--- src/rtl/fifo_v4_pkg.sv ---
// fifo_v4 shared helpers.
// Index-width math for arbitrary (non-power-of-two) depths.
package fifo_v4_pkg;

    // Bits needed to index n entries; never narrower than one bit.
    function automatic int unsigned idx_width(input int unsigned n);
        return (n > 1) ? $clog2(n) : 1;
    endfunction

endpackage

--- src/rtl/fifo_v4.sv ---
// fifo_v4: synchronous FIFO with runtime watermarks, fill count,
// sticky overflow/underflow flags and optional fall-through.
module fifo_v4
    import fifo_v4_pkg::*;
#(
    parameter bit          FALL_THROUGH = 1'b0,
    parameter int unsigned DATA_WIDTH   = 32,
    parameter int unsigned DEPTH        = 8,
    parameter int unsigned CNT_WIDTH    = $clog2(DEPTH + 1)
) (
    input  logic                  clk_i,
    input  logic                  rst_ni,
    input  logic                  flush_i,
    input  logic                  testmode_i,
    input  logic [CNT_WIDTH-1:0]  alm_full_th_i,
    input  logic [CNT_WIDTH-1:0]  alm_empty_th_i,
    input  logic                  clr_err_i,
    input  logic [DATA_WIDTH-1:0] data_i,
    input  logic                  push_i,
    input  logic                  pop_i,
    output logic [DATA_WIDTH-1:0] data_o,
    output logic                  full_o,
    output logic                  empty_o,
    output logic                  alm_full_o,
    output logic                  alm_empty_o,
    output logic [CNT_WIDTH-1:0]  usage_o,
    output logic                  overflow_o,
    output logic                  underflow_o
);

    localparam int unsigned PTR_W = idx_width(DEPTH);
    localparam logic [PTR_W-1:0] LAST_PTR = PTR_W'(DEPTH - 1);
    localparam logic [CNT_WIDTH-1:0] DEPTH_C = CNT_WIDTH'(DEPTH);

    logic [DATA_WIDTH-1:0] mem [DEPTH];
    logic [PTR_W-1:0]      rd_ptr;
    logic [PTR_W-1:0]      wr_ptr;
    logic [CNT_WIDTH-1:0]  count;
    logic                  is_empty;
    logic                  bypass;
    logic                  pop_ok;
    logic                  push_ok;
    logic                  ovf_set;
    logic                  udf_set;
    logic                  unused_testmode;

    assign unused_testmode = testmode_i;

    // Accept decisions; the bypass case never touches storage or count.
    always_comb begin
        is_empty = (count == '0);
        bypass   = FALL_THROUGH && is_empty && push_i && pop_i;
        pop_ok   = pop_i && !is_empty;
        push_ok  = push_i && !bypass
                   && ((count < DEPTH_C) || pop_ok);
        ovf_set  = !flush_i && push_i && !push_ok && !bypass;
        udf_set  = !flush_i && pop_i && is_empty && !bypass;
    end

    // Storage write; contents need no reset since count gates visibility.
    always_ff @(posedge clk_i) begin
        if (!flush_i && push_ok) begin
            mem[wr_ptr] <= data_i;
        end
    end

    // Pointer and fill-count update with explicit wrap at DEPTH-1.
    always_ff @(posedge clk_i or negedge rst_ni) begin
        if (!rst_ni) begin
            rd_ptr <= '0;
            wr_ptr <= '0;
            count  <= '0;
        end else if (flush_i) begin
            rd_ptr <= '0;
            wr_ptr <= '0;
            count  <= '0;
        end else begin
            if (push_ok) begin
                wr_ptr <= (wr_ptr == LAST_PTR) ? '0 : wr_ptr + 1'b1;
            end
            if (pop_ok) begin
                rd_ptr <= (rd_ptr == LAST_PTR) ? '0 : rd_ptr + 1'b1;
            end
            if (push_ok && !pop_ok) begin
                count <= count + 1'b1;
            end else if (pop_ok && !push_ok) begin
                count <= count - 1'b1;
            end
        end
    end

    // Sticky error flags; a new event outranks a simultaneous clear.
    always_ff @(posedge clk_i or negedge rst_ni) begin
        if (!rst_ni) begin
            overflow_o  <= 1'b0;
            underflow_o <= 1'b0;
        end else begin
            if (ovf_set) begin
                overflow_o <= 1'b1;
            end else if (clr_err_i) begin
                overflow_o <= 1'b0;
            end
            if (udf_set) begin
                underflow_o <= 1'b1;
            end else if (clr_err_i) begin
                underflow_o <= 1'b0;
            end
        end
    end

    // Status and head data, combinational from the registered count.
    always_comb begin
        data_o      = mem[rd_ptr];
        if (FALL_THROUGH && is_empty) begin
            data_o = data_i;
        end
        empty_o     = is_empty && !(FALL_THROUGH && push_i);
        full_o      = (count == DEPTH_C);
        alm_full_o  = (count >= alm_full_th_i);
        alm_empty_o = (count <= alm_empty_th_i);
        usage_o     = count;
    end

`ifndef SYNTHESIS
`ifndef COMMON_CELLS_ASSERTS_OFF
    if (DEPTH < 1) begin : g_depth_chk
        $error("fifo_v4: DEPTH must be at least 1");
    end
    if (DATA_WIDTH < 1) begin : g_width_chk
        $error("fifo_v4: DATA_WIDTH must be at least 1");
    end

    afull_th_range: assert property (
        @(posedge clk_i) disable iff (!rst_ni)
        alm_full_th_i <= DEPTH_C
    ) else $warning("fifo_v4: alm_full_th_i exceeds DEPTH");

    aempty_th_range: assert property (
        @(posedge clk_i) disable iff (!rst_ni)
        alm_empty_th_i <= DEPTH_C
    ) else $warning("fifo_v4: alm_empty_th_i exceeds DEPTH");
`endif
`endif

endmodule
--- config.mk ---
export PLATFORM = sky130hd
export DESIGN_NAME = fifo_v4
export DESIGN_NICKNAME = d
export VERILOG_FILES = /design/src/rtl/fifo_v4_pkg.sv /design/src/rtl/fifo_v4.sv
export SDC_FILE = /design/constraint.sdc
export NUM_CORES = 1
export LEC_CHECK = 0
export BUFFER_PORTS_ARGS = -buffer_cell sky130_fd_sc_hd__buf_2
export CAP_MARGIN = 20
export CORE_MARGIN = 4
export CORE_UTILIZATION = 55
export DETAILED_ROUTE_END_ITERATION = 6
export PLACE_DENSITY = 0.74
export SETUP_SLACK_MARGIN = 0.2
export SYNTH_ARGS = -nofsm -noshare
export SYNTH_HDL_FRONTEND = slang
export SYNTH_SLANG_ARGS = --single-unit
--- constraint.sdc ---
create_clock -name clk_i -period 6.3 [get_ports clk_i]
set_input_delay 1.89 -clock clk_i [delete_from_list [all_inputs] [get_ports clk_i]]
set_output_delay 1.89 -clock clk_i [all_outputs]
set_load 0.005 [all_outputs]
## Yosys cells after proc, flatten, opt, wreduce, memory -nomap -nowiden

Memory sizes are Yosys's and may differ from the RTL's.
Index checks and enable logic that the tools add are counted.

| storage, ports and cells | value |
|---|---|
| RAM bits | 256 |
| memories kept | 1 |
| flip-flop bits (word level) | 12 |
| output and inout bits | 42 |

Memories:

| memory | words | width | rd ports | clocked after memory_dff | wr ports | line | source |
|---|---|---|---|---|---|---|---|
| mem | 8 | 32 | 1 | 0 | 1 | fifo_v4.sv:35 | `logic [DATA_WIDTH-1:0] mem [DEPTH];` |

| operators by class | value |
|---|---|
| muxes and demuxes | 14 |
| $add $sub $neg | 4 |
| eq/ne operators | 3 |
| reductions and logical operators | 20 |
| magnitude comparators | 3 |

Operators with widths:

| operator | count |
|---|---|
| $mux W3 | 6 |
| $mux W4 | 3 |
| $logic_and A1 B1 Y1 | 9 |
| $reduce_bool A2 Y1 | 4 |
| $add A3 B1 Y3 const B | 2 |
| $eq A3 B3 Y1 const B | 2 |
| $mux W1 | 5 |
| $add A4 B1 Y4 const B | 1 |
| $eq A4 B4 Y1 const B | 1 |
| $ge A4 B4 Y1 | 1 |
| $le A4 B4 Y1 | 1 |
| $logic_not A1 Y1 | 4 |
| $logic_not A4 Y1 | 1 |
| $lt A4 B4 Y1 const B | 1 |
| $sub A4 B1 Y4 const B | 1 |
| $reduce_bool A3 Y1 | 1 |
| $logic_or A1 B1 Y1 | 1 |

## Logic depth before layout (Yosys ltp)

| depth | value |
|---|---|
| depth after elaboration | 10 |
| mapped depth | 8 |
| gate-level depth less buffers | 7 |

## Least setup slack after synthesis

OpenSTA, ideal clock, no wires.

| timing | value |
|---|---|
| path type | in2reg |
| from | in push_i |
| to | mem mem[0][0] (enable) |
| arrival time | 4.733 ns |
| path slack | 1.106 ns |
| library setup time | 0.461 ns |
| stages on the path | 5 |
| path through | clkbuf_1 -> nand2b_1 -> nor2b_1 -> nand2b_1 -> nor3_1 |

| between the ends | value |
|---|---|
| cells in the longest elaborated chain, start to end | 4 |

Ends and longest elaborated chain:

| element | line | source |
|---|---|---|
| start: declaration | fifo_v4.sv:19 | `input logic push_i,` |
| $logic_and A1 B1 Y1 | fifo_v4.sv:55 | `&& ((count < DEPTH_C) \|\| pop_ok);` |
| $logic_and A1 B1 Y1 | fifo_v4.sv:62 | `if (!flush_i && push_ok) begin` |
| $mux W1 | fifo_v4.sv:62 |  |
| $mux W1 (not written as such) | fifo_v4.sv:63 | `mem[wr_ptr] <= data_i;` |
| end: declaration | fifo_v4.sv:35 |  |

No other way between the ends.

## Worst setup path after layout

| timing | value |
|---|---|
| from | in alm_empty_th_i[1] |
| to | out alm_empty_o |

| between the ends | value |
|---|---|
| cells in the longest elaborated chain, start to end | 1 |

Ends and longest elaborated chain:

| element | line | source |
|---|---|---|
| start: declaration | fifo_v4.sv:16 | `input logic [CNT_WIDTH-1:0] alm_empty_th_i,` |
| $le A4 B4 Y1 | fifo_v4.sv:120 | `alm_empty_o = (count <= alm_empty_th_i);` |
| end: declaration | fifo_v4.sv:25 | `output logic alm_empty_o,` |

No other way between the ends.

==> impl_metrics.env <==
export IMPL_outcome="completed"
export IMPL_power_density_nw_per_um2=351
export IMPL_hold_path_class="flop to flop"
export IMPL_nets=650
export IMPL_track_usage=0.182
export IMPL_fmax_mhz=203
export IMPL_setup_tns_ps=0
export IMPL_routabilityCongestion=0.718
export IMPL_r2r_start="usage_o[1]"
export IMPL_core_area_sq_um=18900
export IMPL_combPwrFrac=0.173
export IMPL_synth_ff_type="edfxtp_1"
export IMPL_fin_crit_sh=0.782
export IMPL_boundaryPins=89
export IMPL_overflow=0
export IMPL_crit_path_end_kind="output pin"
export IMPL_synth_warnings=0
export IMPL_reg2reg_slack_ps=3670
export IMPL_io_buffer_count=87
export IMPL_reg2reg_depth=7
export IMPL_slew_viol_final=0
export IMPL_cts_setup_buffers=0
export IMPL_synth_edf_count=256
export IMPL_final_setup_viol_count=0
export IMPL_rsz0062_at_grt="false"
export IMPL_dpl_hpwl_mm=11.3
export IMPL_p_switching_mw=1.03
export IMPL_p_sw_frac=0.239
export IMPL_ant_nets=0
export IMPL_skew_ps=15.4
export IMPL_finalInstanceArea_sq_um=12200
export IMPL_reg2reg_to="usage_o[3]"
export IMPL_vdd_drop_max_uv=414
export IMPL_min_to="overflow_o"
export IMPL_fp_dieArea_sq_um=21600
export IMPL_p_leak_nw=4.12
export IMPL_clk_insertion_delay_late_ps=530
export IMPL_post_route_util=0.648
export IMPL_path_max_fanout=2
export IMPL_crit_arrival_ps=3030
export IMPL_clock_power_share=0.338
export IMPL_cts_hold_buf=0
export IMPL_area_growth_syn_to_layout_pct=15.1
export IMPL_internal_power_mw=3.27
export IMPL_syn_avg_cell_area_sq_um=22.1
export IMPL_p_seq_frac=0.489
export IMPL_finalHoldViolCount=0
export IMPL_ys_async_sr_fraction=0.0448
export IMPL_cp_cell_sequence="buf_2, inv_1, ha_1, nor2b_1, o21a_1, o21a_1, o21ai_0, buf_2"
export IMPL_die_x_um=147
export IMPL_worstSetupPathType="primary input to output pin"
export IMPL_grt_pass1_wl_mm=30.5
export IMPL_cts_max_path_buffers=3
export IMPL_vias_per_cell=5.74
export IMPL_synth_seq_area_share=0.750
export IMPL_syn_area_sq_um=10600
export IMPL_hold_path_startpoint="overflow_o"
export IMPL_netlist_area_leader_share=0.722
export IMPL_grt_pass1_vias=5341
export IMPL_antenna_found_initial=2
export IMPL_grt_max_degree=40
export IMPL_start_util=0.563
export IMPL_period_needed_ps=4920
export IMPL_num_fill_cells=1297
export IMPL_drive_above_1_share=0.407
export IMPL_holdPathStages=1
export IMPL_yosysMostFrequentCell="edfxtp_1"
export IMPL_maxSlewHeadroom=0.305
export IMPL_cts_tree="yes"
export IMPL_cts_resized=0
export IMPL_clk_pin_slew_ps=60
export IMPL_root_buffer="clkbuf_16"
export IMPL_drc=0
export IMPL_syn_num_nets=543
export IMPL_synthTopCellsByCount="256 x edfxtp_1, 59 x mux4_2, 32 x mux2_2"
export IMPL_yosys_area_top_type="edfxtp_1"
export IMPL_cts_buffers=26
export IMPL_ys_types=43
export IMPL_tightest_slew_ps=1040
export IMPL_wirelength_mm=19.2
export IMPL_drtIter0Drc=415
export IMPL_crit_required_ps=4410
export IMPL_cap_violations=0
export IMPL_h_tree_depth=1
export IMPL_crit_slowest_cell="ha_1"
export IMPL_cts_sinks=268
export IMPL_synth_cells=481
export IMPL_die_h_um=147
export IMPL_synth_area_leaders="edfxtp_1 72%, mux4_2 12%, mux2_2 3.4%"
export IMPL_vias=4979
export IMPL_fp_row_count=50
export IMPL_p_total_mw=4.30
export IMPL_diodes=0
export IMPL_dr_pass1_iters=5
export IMPL_synth_seq_cells=268
export IMPL_cp_start_kind="primary input"
export IMPL_avgRoutedWirePerCell_um=22.1
export IMPL_cpPeakStageDelay_ps=300
export IMPL_placed_area_sq_um=11400
routing by layer:
metal	global-route usage	vias to the layer above	wire length (um)
met2	0.317	140	10100
li1	-	2223	-
met4	0.0419	4	393
met5	0	-	27
met3	0.0404	39	1180
met1	0.239	2573	7490
per-stage QoR:
stage | hold WS (ps) | instances | worst slack [ps]
floorplan | 478 | 481 | 1110
global placement | 472 | 819 | 1410
detailed placement | 472 | 820 | 1370
CTS | 491 | 867 | 1360
global route | 505 | 867 | 1330
finish | 491 | 867 | 1380
power by group through the flow:
stage	clock network [mW]	registers (mW)	logic (mW)
after floorplan	0	2.07	0.594
after global placement	0	2.18	0.679
after detailed placement	0	2.14	0.755
after CTS	1.48	2.11	0.761
after global routing	1.57	2.11	0.818
final	1.45	2.10	0.743
flip-flops by register name (all words and copies together) (netlist names):
name         count
rd_ptr           3
underflow_o      1
wr_ptr           3
overflow_o       1
usage_o          4
mem            256
logic make-up (layout without fill, tap and decap cells):
kind of cell / after synthesis / after routing / synth area share
flops: 268 / 268 / 0.750
xor+xnor: 2 / 2 / 0.00165
compound gates: 21 / 21 / 0.0175
mux: 99 / 99 / 0.174
buf+inv: 32 / 158 / 0.0177
fa+ha+maj: 15 / 15 / 0.0183
simple gates: 44 / 44 / 0.0205
worst max-delay path, delay by kind of cell:
| kind | cells | cell delay (ps) |
|---|---|---|
| AOI/OAI and AO/OA | 3 | 470 |
| adders and majority gates | 1 | 300 |
| buffers and inverters | 3 | 250 |
| and+or+nand+nor | 1 | 140 |
cells in the final DEF (no fill, tap or decap), drive strengths merged, types with 2 or more instances in the layout:
cell	Yosys	routed
nand2b	7	7
nand3	2	2
a211oi	2	2
a21o	3	3
xnor2	2	2
o21a	2	2
ha	14	14
nor2b	2	2
bufinv	0	2
o21ai	2	2
inv	11	11
edfxtp	256	256
nor3	4	4
clkinv	0	15
dfrtp	12	12
mux2	32	32
buf	14	100
mux4	64	64
clkbuf	7	29
nor2	15	15
a21oi	4	4
nand2	7	7
mux2i	3	3
how the worst max path moves through the flow:
stage	end	cells after the start	start
6_report	alm_empty_o	8	alm_empty_th_i[1]
5_1_grt	alm_empty_o	8	alm_empty_th_i[1]
4_1_cts	alm_empty_o	8	alm_empty_th_i[1]
3_5_place_dp	alm_empty_o	8	alm_empty_th_i[1]
3_3_place_gp	alm_full_o	7	alm_full_th_i[0]
2_1_floorplan	mem[0][0]	5	push_i
final cells by class:
cell class / instances / area (sq um) / area share
clock buffer: 29 / 662 / 0.0540
clock inverter: 18 / 149 / 0.0122
inverter: 11 / 41.3 / 0.00337
multi-input combinational: 181 / 2520 / 0.206
sequential: 268 / 7990 / 0.653
tap: 260 / 325 / 0.0266
timing repair buffer: 100 / 553 / 0.0452
No activity file was read; power rests on OpenSTA's default activity.
